--- src/rtl/iq_pkg.sv ---
// Shared definitions for the I/Q sample packer: sample-width rules, pair count, FSM states, marker tag.
package iq_pkg;

    typedef enum logic [1:0] {
        IDLE = 2'd0,
        FILL = 2'd1,
        HOLD = 2'd2
    } state_t;

    localparam logic [15:0] MARKER_TAG = 16'hDEAD;

    function automatic bit sample_width_legal(input int sw);
        return (sw == 8) || (sw == 16);
    endfunction

    // Number of I/Q pairs packed into one 32-bit FIFO word.
    function automatic int pairs_for(input int sw);
        return 32 / (2 * sw);
    endfunction

endpackage

--- src/rtl/sat_counter16.sv ---
// 16-bit counter with synchronous clear and saturating increment; clear is applied before increment.
module sat_counter16 (
    input  logic        clk,
    input  logic        rst_n,
    input  logic        clr,
    input  logic        inc,
    output logic [15:0] cnt
);

    logic [15:0] cnt_r;
    logic [15:0] cnt_nxt_s;

    // Next count: clear-then-increment, holding at all-ones.
    always_comb begin
        cnt_nxt_s = cnt_r;
        if (clr) begin
            cnt_nxt_s = inc ? 16'd1 : 16'd0;
        end else if (inc && (cnt_r != 16'hFFFF)) begin
            cnt_nxt_s = cnt_r + 16'd1;
        end else begin
            cnt_nxt_s = cnt_r;
        end
    end

    // Count register.
    always_ff @(posedge clk) begin
        if (!rst_n) begin
            cnt_r <= 16'd0;
        end else begin
            cnt_r <= cnt_nxt_s;
        end
    end

    assign cnt = cnt_r;

endmodule

--- src/rtl/iq_fifo_packer.sv ---
// Packs I/Q pairs into 32-bit words and writes them to the CPU-side FIFO through a one-word holding register.
// Optional IQ_PACKER_MARKER_EN inserts {16'hDEAD, gap} marker words after drops.
module iq_fifo_packer
    import iq_pkg::*;
#(
    parameter int SAMPLE_WIDTH  = 8,
    parameter int FT_DATA_WIDTH = 32
) (
    input  logic                     clk_i,
    input  logic                     rst_n_i,
    input  logic                     enable_i,
    input  logic                     smp_valid_i,
    input  logic [SAMPLE_WIDTH-1:0]  smp_i_i,
    input  logic [SAMPLE_WIDTH-1:0]  smp_q_i,
    output logic [FT_DATA_WIDTH-1:0] fifo_data_o,
    output logic                     fifo_wr_o,
    input  logic                     fifo_full_i,
    input  logic                     ovf_clr_i,
    output logic [15:0]              ovf_cnt_o,
    output logic                     hold_o
);

    localparam int PAIRS = pairs_for(SAMPLE_WIDTH);
    localparam int PW    = 2 * SAMPLE_WIDTH;

    if (!sample_width_legal(SAMPLE_WIDTH)) begin : g_bad_width
        $error("iq_fifo_packer: SAMPLE_WIDTH must be 8 or 16");
    end

    state_t                   state_r;
    state_t                   state_nxt_s;
    logic [1:0]               pidx_r;
    logic [FT_DATA_WIDTH-1:0] acc_r;
    logic [FT_DATA_WIDTH-1:0] hold_data_r;

    logic [PW-1:0]            pair_s;
    logic [FT_DATA_WIDTH-1:0] word_s;
    logic                     hold_valid_s;
    logic                     take_s;
    logic                     last_pair_s;
    logic                     complete_s;
    logic                     wr_s;
    logic                     marker_s;
    logic                     drop_s;
    logic                     load_data_s;

    // Later pairs land in higher bit positions: {Q1,I1,Q0,I0} for 8-bit samples.
    assign pair_s       = {smp_q_i, smp_i_i};
    assign word_s       = acc_r | (FT_DATA_WIDTH'(pair_s) << (PW * pidx_r));
    assign hold_valid_s = (state_r == HOLD);
    assign take_s       = enable_i & smp_valid_i;
    assign last_pair_s  = (pidx_r == 2'(PAIRS - 1));
    assign complete_s   = take_s & last_pair_s;
    assign wr_s         = hold_valid_s & ~fifo_full_i;

`ifdef IQ_PACKER_MARKER_EN
    logic [15:0] gap_s;

    // A pending gap takes the holding register as soon as the current word leaves.
    assign marker_s = wr_s & (gap_s != 16'd0);

    sat_counter16 u_gap (
        .clk   (clk_i),
        .rst_n (rst_n_i),
        .clr   (marker_s),
        .inc   (drop_s),
        .cnt   (gap_s)
    );
`else
    assign marker_s = 1'b0;
`endif

    assign drop_s      = complete_s & ((hold_valid_s & fifo_full_i) | marker_s);
    assign load_data_s = complete_s & ~drop_s;

    // Next-state logic for the packer FSM.
    always_comb begin
        state_nxt_s = state_r;
        case (state_r)
            IDLE: begin
                if (enable_i) begin
                    state_nxt_s = load_data_s ? HOLD : FILL;
                end else begin
                    state_nxt_s = IDLE;
                end
            end
            FILL: begin
                if (!enable_i) begin
                    state_nxt_s = IDLE;
                end else if (load_data_s) begin
                    state_nxt_s = HOLD;
                end else begin
                    state_nxt_s = FILL;
                end
            end
            HOLD: begin
                if (marker_s || load_data_s) begin
                    state_nxt_s = HOLD;
                end else if (wr_s) begin
                    state_nxt_s = enable_i ? FILL : IDLE;
                end else begin
                    state_nxt_s = HOLD;
                end
            end
            default: begin
                state_nxt_s = IDLE;
            end
        endcase
    end

    // FSM state register.
    always_ff @(posedge clk_i) begin
        if (!rst_n_i) begin
            state_r <= IDLE;
        end else begin
            state_r <= state_nxt_s;
        end
    end

    // Pair index and partial-word accumulator; disabling throws the partial word away.
    always_ff @(posedge clk_i) begin
        if (!rst_n_i) begin
            pidx_r <= 2'd0;
            acc_r  <= '0;
        end else if (!enable_i) begin
            pidx_r <= 2'd0;
            acc_r  <= '0;
        end else if (take_s) begin
            if (last_pair_s) begin
                pidx_r <= 2'd0;
                acc_r  <= '0;
            end else begin
                pidx_r <= 2'(pidx_r + 2'd1);
                acc_r  <= word_s;
            end
        end else begin
            pidx_r <= pidx_r;
            acc_r  <= acc_r;
        end
    end

    // Holding register: marker wins over a completing data word, which is then dropped.
    always_ff @(posedge clk_i) begin
        if (!rst_n_i) begin
            hold_data_r <= '0;
        end else if (marker_s) begin
`ifdef IQ_PACKER_MARKER_EN
            hold_data_r <= FT_DATA_WIDTH'({MARKER_TAG, gap_s});
`else
            hold_data_r <= hold_data_r;
`endif
        end else if (load_data_s) begin
            hold_data_r <= word_s;
        end else begin
            hold_data_r <= hold_data_r;
        end
    end

    sat_counter16 u_ovf (
        .clk   (clk_i),
        .rst_n (rst_n_i),
        .clr   (ovf_clr_i),
        .inc   (drop_s),
        .cnt   (ovf_cnt_o)
    );

    assign fifo_wr_o   = wr_s;
    assign fifo_data_o = hold_data_r;
    assign hold_o      = hold_valid_s;

endmodule
--- config.mk ---
export PLATFORM = sky130hd
export DESIGN_NAME = iq_fifo_packer
export DESIGN_NICKNAME = d
export VERILOG_FILES = /design/src/rtl/iq_pkg.sv /design/src/rtl/sat_counter16.sv /design/src/rtl/iq_fifo_packer.sv
export SDC_FILE = /design/constraint.sdc
export NUM_CORES = 1
export LEC_CHECK = 0
export BUFFER_PORTS_ARGS = -buffer_cell sky130_fd_sc_hd__clkbuf_2
export CAP_MARGIN = 20
export CORE_MARGIN = 10
export CORE_UTILIZATION = 54
export DETAILED_ROUTE_END_ITERATION = 8
export GPL_TIMING_DRIVEN = 0
export HOLD_SLACK_MARGIN = 0.02
export PLACE_DENSITY_LB_ADDON = 0.05
export REMOVE_ABC_BUFFERS = 1
export SLEW_MARGIN = 20
export SYNTH_ARGS = -nofsm -noshare
export SYNTH_HDL_FRONTEND = slang
export SYNTH_HIERARCHICAL = 1
export SYNTH_SLANG_ARGS = --single-unit
--- constraint.sdc ---
create_clock -name clk_i -period 2.97 [get_ports clk_i]
set_input_delay 0.1485 -clock clk_i [delete_from_list [all_inputs] [get_ports clk_i]]
set_output_delay 0.1485 -clock clk_i [all_outputs]
set_load 0.01 [all_outputs]
==> impl_metrics.toml <==
[pwr]
pwr-share-seq = 0.529
power-per-cell-area_nw_per_um2 = 532.3
power_switching_uw = 496.9
p_comb_frac = 0.067
ir_drop_v = 0.0002864
clockPowerShare = 0.404
swShare = 0.2270
p_int_uw = 1692
leakagePower_uw = 0.001545

[synth]
synth.most_common_cell = "dfxtp_1"
synth-compound-area-share = 0.2723
ys_ff_latch = 84
synthMuxAreaShare = 0.002848
synthSimpleGateAreaFrac = 0.1894
yosysWarnings = 6
synth_ff_type = "dfxtp_1"
synth.top_cells.by_count = "dfxtp_1, a21oi_1, nor2_1"
yosysTopAreaCellShare = 0.4785
netlist_area_um2 = 3515
synth_edf_count = 0
syn_avg_cell_area_um2 = 9.551
synth.area.top_cells = "dfxtp_1, a211oi_2, a21oi_1"
synthArstFlopShare = 0
synth_top_family_by_area = "compound AO/OA/AOI/OAI gates"
yosys.area.top_type = "dfxtp_1"
synthCells = 368
seq_area_frac_synth = 0.4785
synthAdderAreaFrac = 0.003560
synth.distinct_cells = 42
synthXorXnorAreaFrac = 0.002492

[critical_path]
max_stage_delay_ps = 550
cp_slowest_cell = "dfxtp_1"
worst_ep_required_time_ps = 3240
critPathBufInv = 0
startpoint_type = "flip-flop"
cp_cell_sequence = "and4b_4 > and3_1 > nand3_1 > or3_1 > or4_1 > a21oi_1"
crit_path_start = "pidx_r[1]$_SDFFE_PN0P_"
r2r-start = "pidx_r[1]$_SDFFE_PN0P_"
r2r_slack_ps = 330
r2r-end = "u_ovf/cnt[9]$_SDFFE_PN0P_"
reg2regPathDepth = 6
endpoint_kind = "flip-flop"
cp_num_cells = 6
worstPathArrival_ps = 2910
critical_path.max_fanout = 18
critPathKind = "flip-flop to flip-flop"
cp_top_family = "simple AND/OR/NAND/NOR gates"
crit_end = "u_ovf/cnt[9]$_SDFFE_PN0P_"

[sta]
hold_viol = 0
finalWorstSetupSlack_ps = 332.0
clock.fmax_mhz = 379.1
relSlewSlack = 0.4831
clock-skew-final_ps = 9.391
slew_viol_final = 0
rsz0062_at_grt = "false"
setup_viol = 0
worstMarginPinSlew_ps = 773.1
timing.final.crit_share = 0.8882
timing.final.crit_period_ps = 2638

[die]
rows = 29
core_area_um2 = 6350
io_pins = 72
die_area_um2 = 10140
die_y_um = 100.7
start_util = 0.5535
die_x_um = 100.7

[cells_and_area]
area_growth_pct = 16.98
drive_above_1_share = 0.2956
diodes = 0
design_area_um2 = 4111
final_nets = 451
fillers = 540

[clocking]
clock_latency_ps = 340
clk_pin_slew_worst_paths_ps = 80
cts_sinks = 84
cts_tree = "yes"
ctsLongestPathBuffers = 2
cts_root_buffer = "clkbuf_8"
htree_num_levels = 3
cts_buffers = 9

[drt]
dr.pass1.iters = 4
routed_wl_mm = 8.616
wl_per_cell_um = 16.89
drt_iter0_drc = 104
antenna_left = 0
vias_per_cell = 5.788
drc_errors = 0
vias = 2952

[place]
place_ws_ps = -702.9
place.gp.congestion = 0.7887
dpl.hpwl_mm = 5.638
io_buffers = 71
dpl-instance-area_um2 = 3846

[flow_run]
drv_cap = 0

[grt]
grt_pass1_wl_mm = 14.15
grt_start_max_net_pins = 33
antenna_found_initial = 0
groute.usage.overall = 0.1696
grt_remaining_overflow = 0
grt_pass1_vias = 2946

[worst_hold_path]
hold_class = "input port to flip-flop"

[outcome]
status = "complete, no violations"
==> registers in the layout (all words and copies together), names as in the netlist <==
| register | count |
|---|---|
| state_r | 2 |
| fifo_data_o | 32 |
| u_ovf/cnt | 16 |
| pidx_r | 2 |
| acc_r | 32 |
==> layer usage <==
metal  GRT usage  share of wire  up-vias
met4     0.05978         0.0095        0
met3     0.05007          0.059        8
li1            -              -     1477
met5           0              0        -
met2      0.2747           0.47       79
met1      0.2082           0.46     1388
==> worst register-to-register path, delay by kind of cell, from the launching register on <==
| family | cells | cell delay [ps] |
|---|---|---|
| flip-flops | 1 | 550 |
| AND/OR/NAND/NOR | 5 | 1870 |
| AO/OA/AOI/OAI | 1 | 150 |
==> metrics by stage <==
stage	hold WS (ps)	setup TNS (ps)	cells	util	total power, µW
floorplan	252.3	-1127	340	-	1270
global placement	419.4	-23800	488	0.6000	1322
detailed placement	428.8	-6135	490	0.6057	1329
CTS	96.09	0	507	0.6422	2201
global route	115.1	0	510	0.6475	2267
finish	102.4	0	510	0.6475	2189
==> layout make-up <==
class | instances | area [µm²] | share of cell area
Clock buffer | 11 | 141.4 | 0.03439
Clock inverter | 5 | 75.07 | 0.01826
Inverter | 6 | 22.52 | 0.005478
Multi-Input combinational cell | 251 | 1678 | 0.4081
Sequential cell | 84 | 1685 | 0.4099
Tap cell | 77 | 96.34 | 0.02343
Timing Repair Buffer | 76 | 412.9 | 0.1004
==> layout by cell type, fill, tap and decap left out, types with 7 or more instances in the layout <==
cell type	instances
a31oi_1	13
nor3b_1	14
or4_1	7
clkbuf_8	10
nand3_1	9
nor3_1	8
a211oi_2	30
and2_1	17
dfxtp_1	83
a21oi_1	64
nor2_1	33
clkbuf_2	71
==> repair_timing <==
item                       in CTS  in global routing
gates resized for setup         2                  1
setup buffers                   0                  2
pin swaps                       1                  0
hold buffers                    0                  0
setup endpoints to repair      14                  5
gates cloned                    1                  0
==> kinds of logic after synthesis <==
logic type                 count (synthesis)
DFF                                       84
and+or+nand+nor                          116
muxes                                      1
AOI/OAI and AO/OA                        131
adders and majority gates                  1
xor gates and xnor gates                   1
buffers and inverters                     34
==> power groups by stage <==
| stage | Combinational, µW | Sequential [µW] | Clock, µW |
|---|---|---|---|
| 3_5_place_dp | 145 | 1180 | 0 |
| 4_1_cts | 147 | 1160 | 896 |
| 2_1_floorplan | 84.3 | 1190 | 0 |
| 3_3_place_gp | 139 | 1180 | 0 |
| 5_1_grt | 165 | 1160 | 942 |
| 6_report | 147 | 1160 | 884 |
==> how the worst min path moves through the flow <==
stage,slack [ps],startpoint,depth (start not counted),to
after floorplan,250,smp_valid_i,1,pidx_r[1]$_SDFFE_PN0P_
after global placement,420,smp_valid_i,2,pidx_r[1]$_SDFFE_PN0P_
after detailed placement,430,smp_valid_i,2,pidx_r[1]$_SDFFE_PN0P_
after CTS,100,smp_valid_i,2,pidx_r[1]$_SDFFE_PN0P_
after global routing,120,smp_valid_i,2,pidx_r[1]$_SDFFE_PN0P_
final,100,smp_valid_i,2,pidx_r[1]$_SDFFE_PN0P_
(Power assumes the default switching activity.)
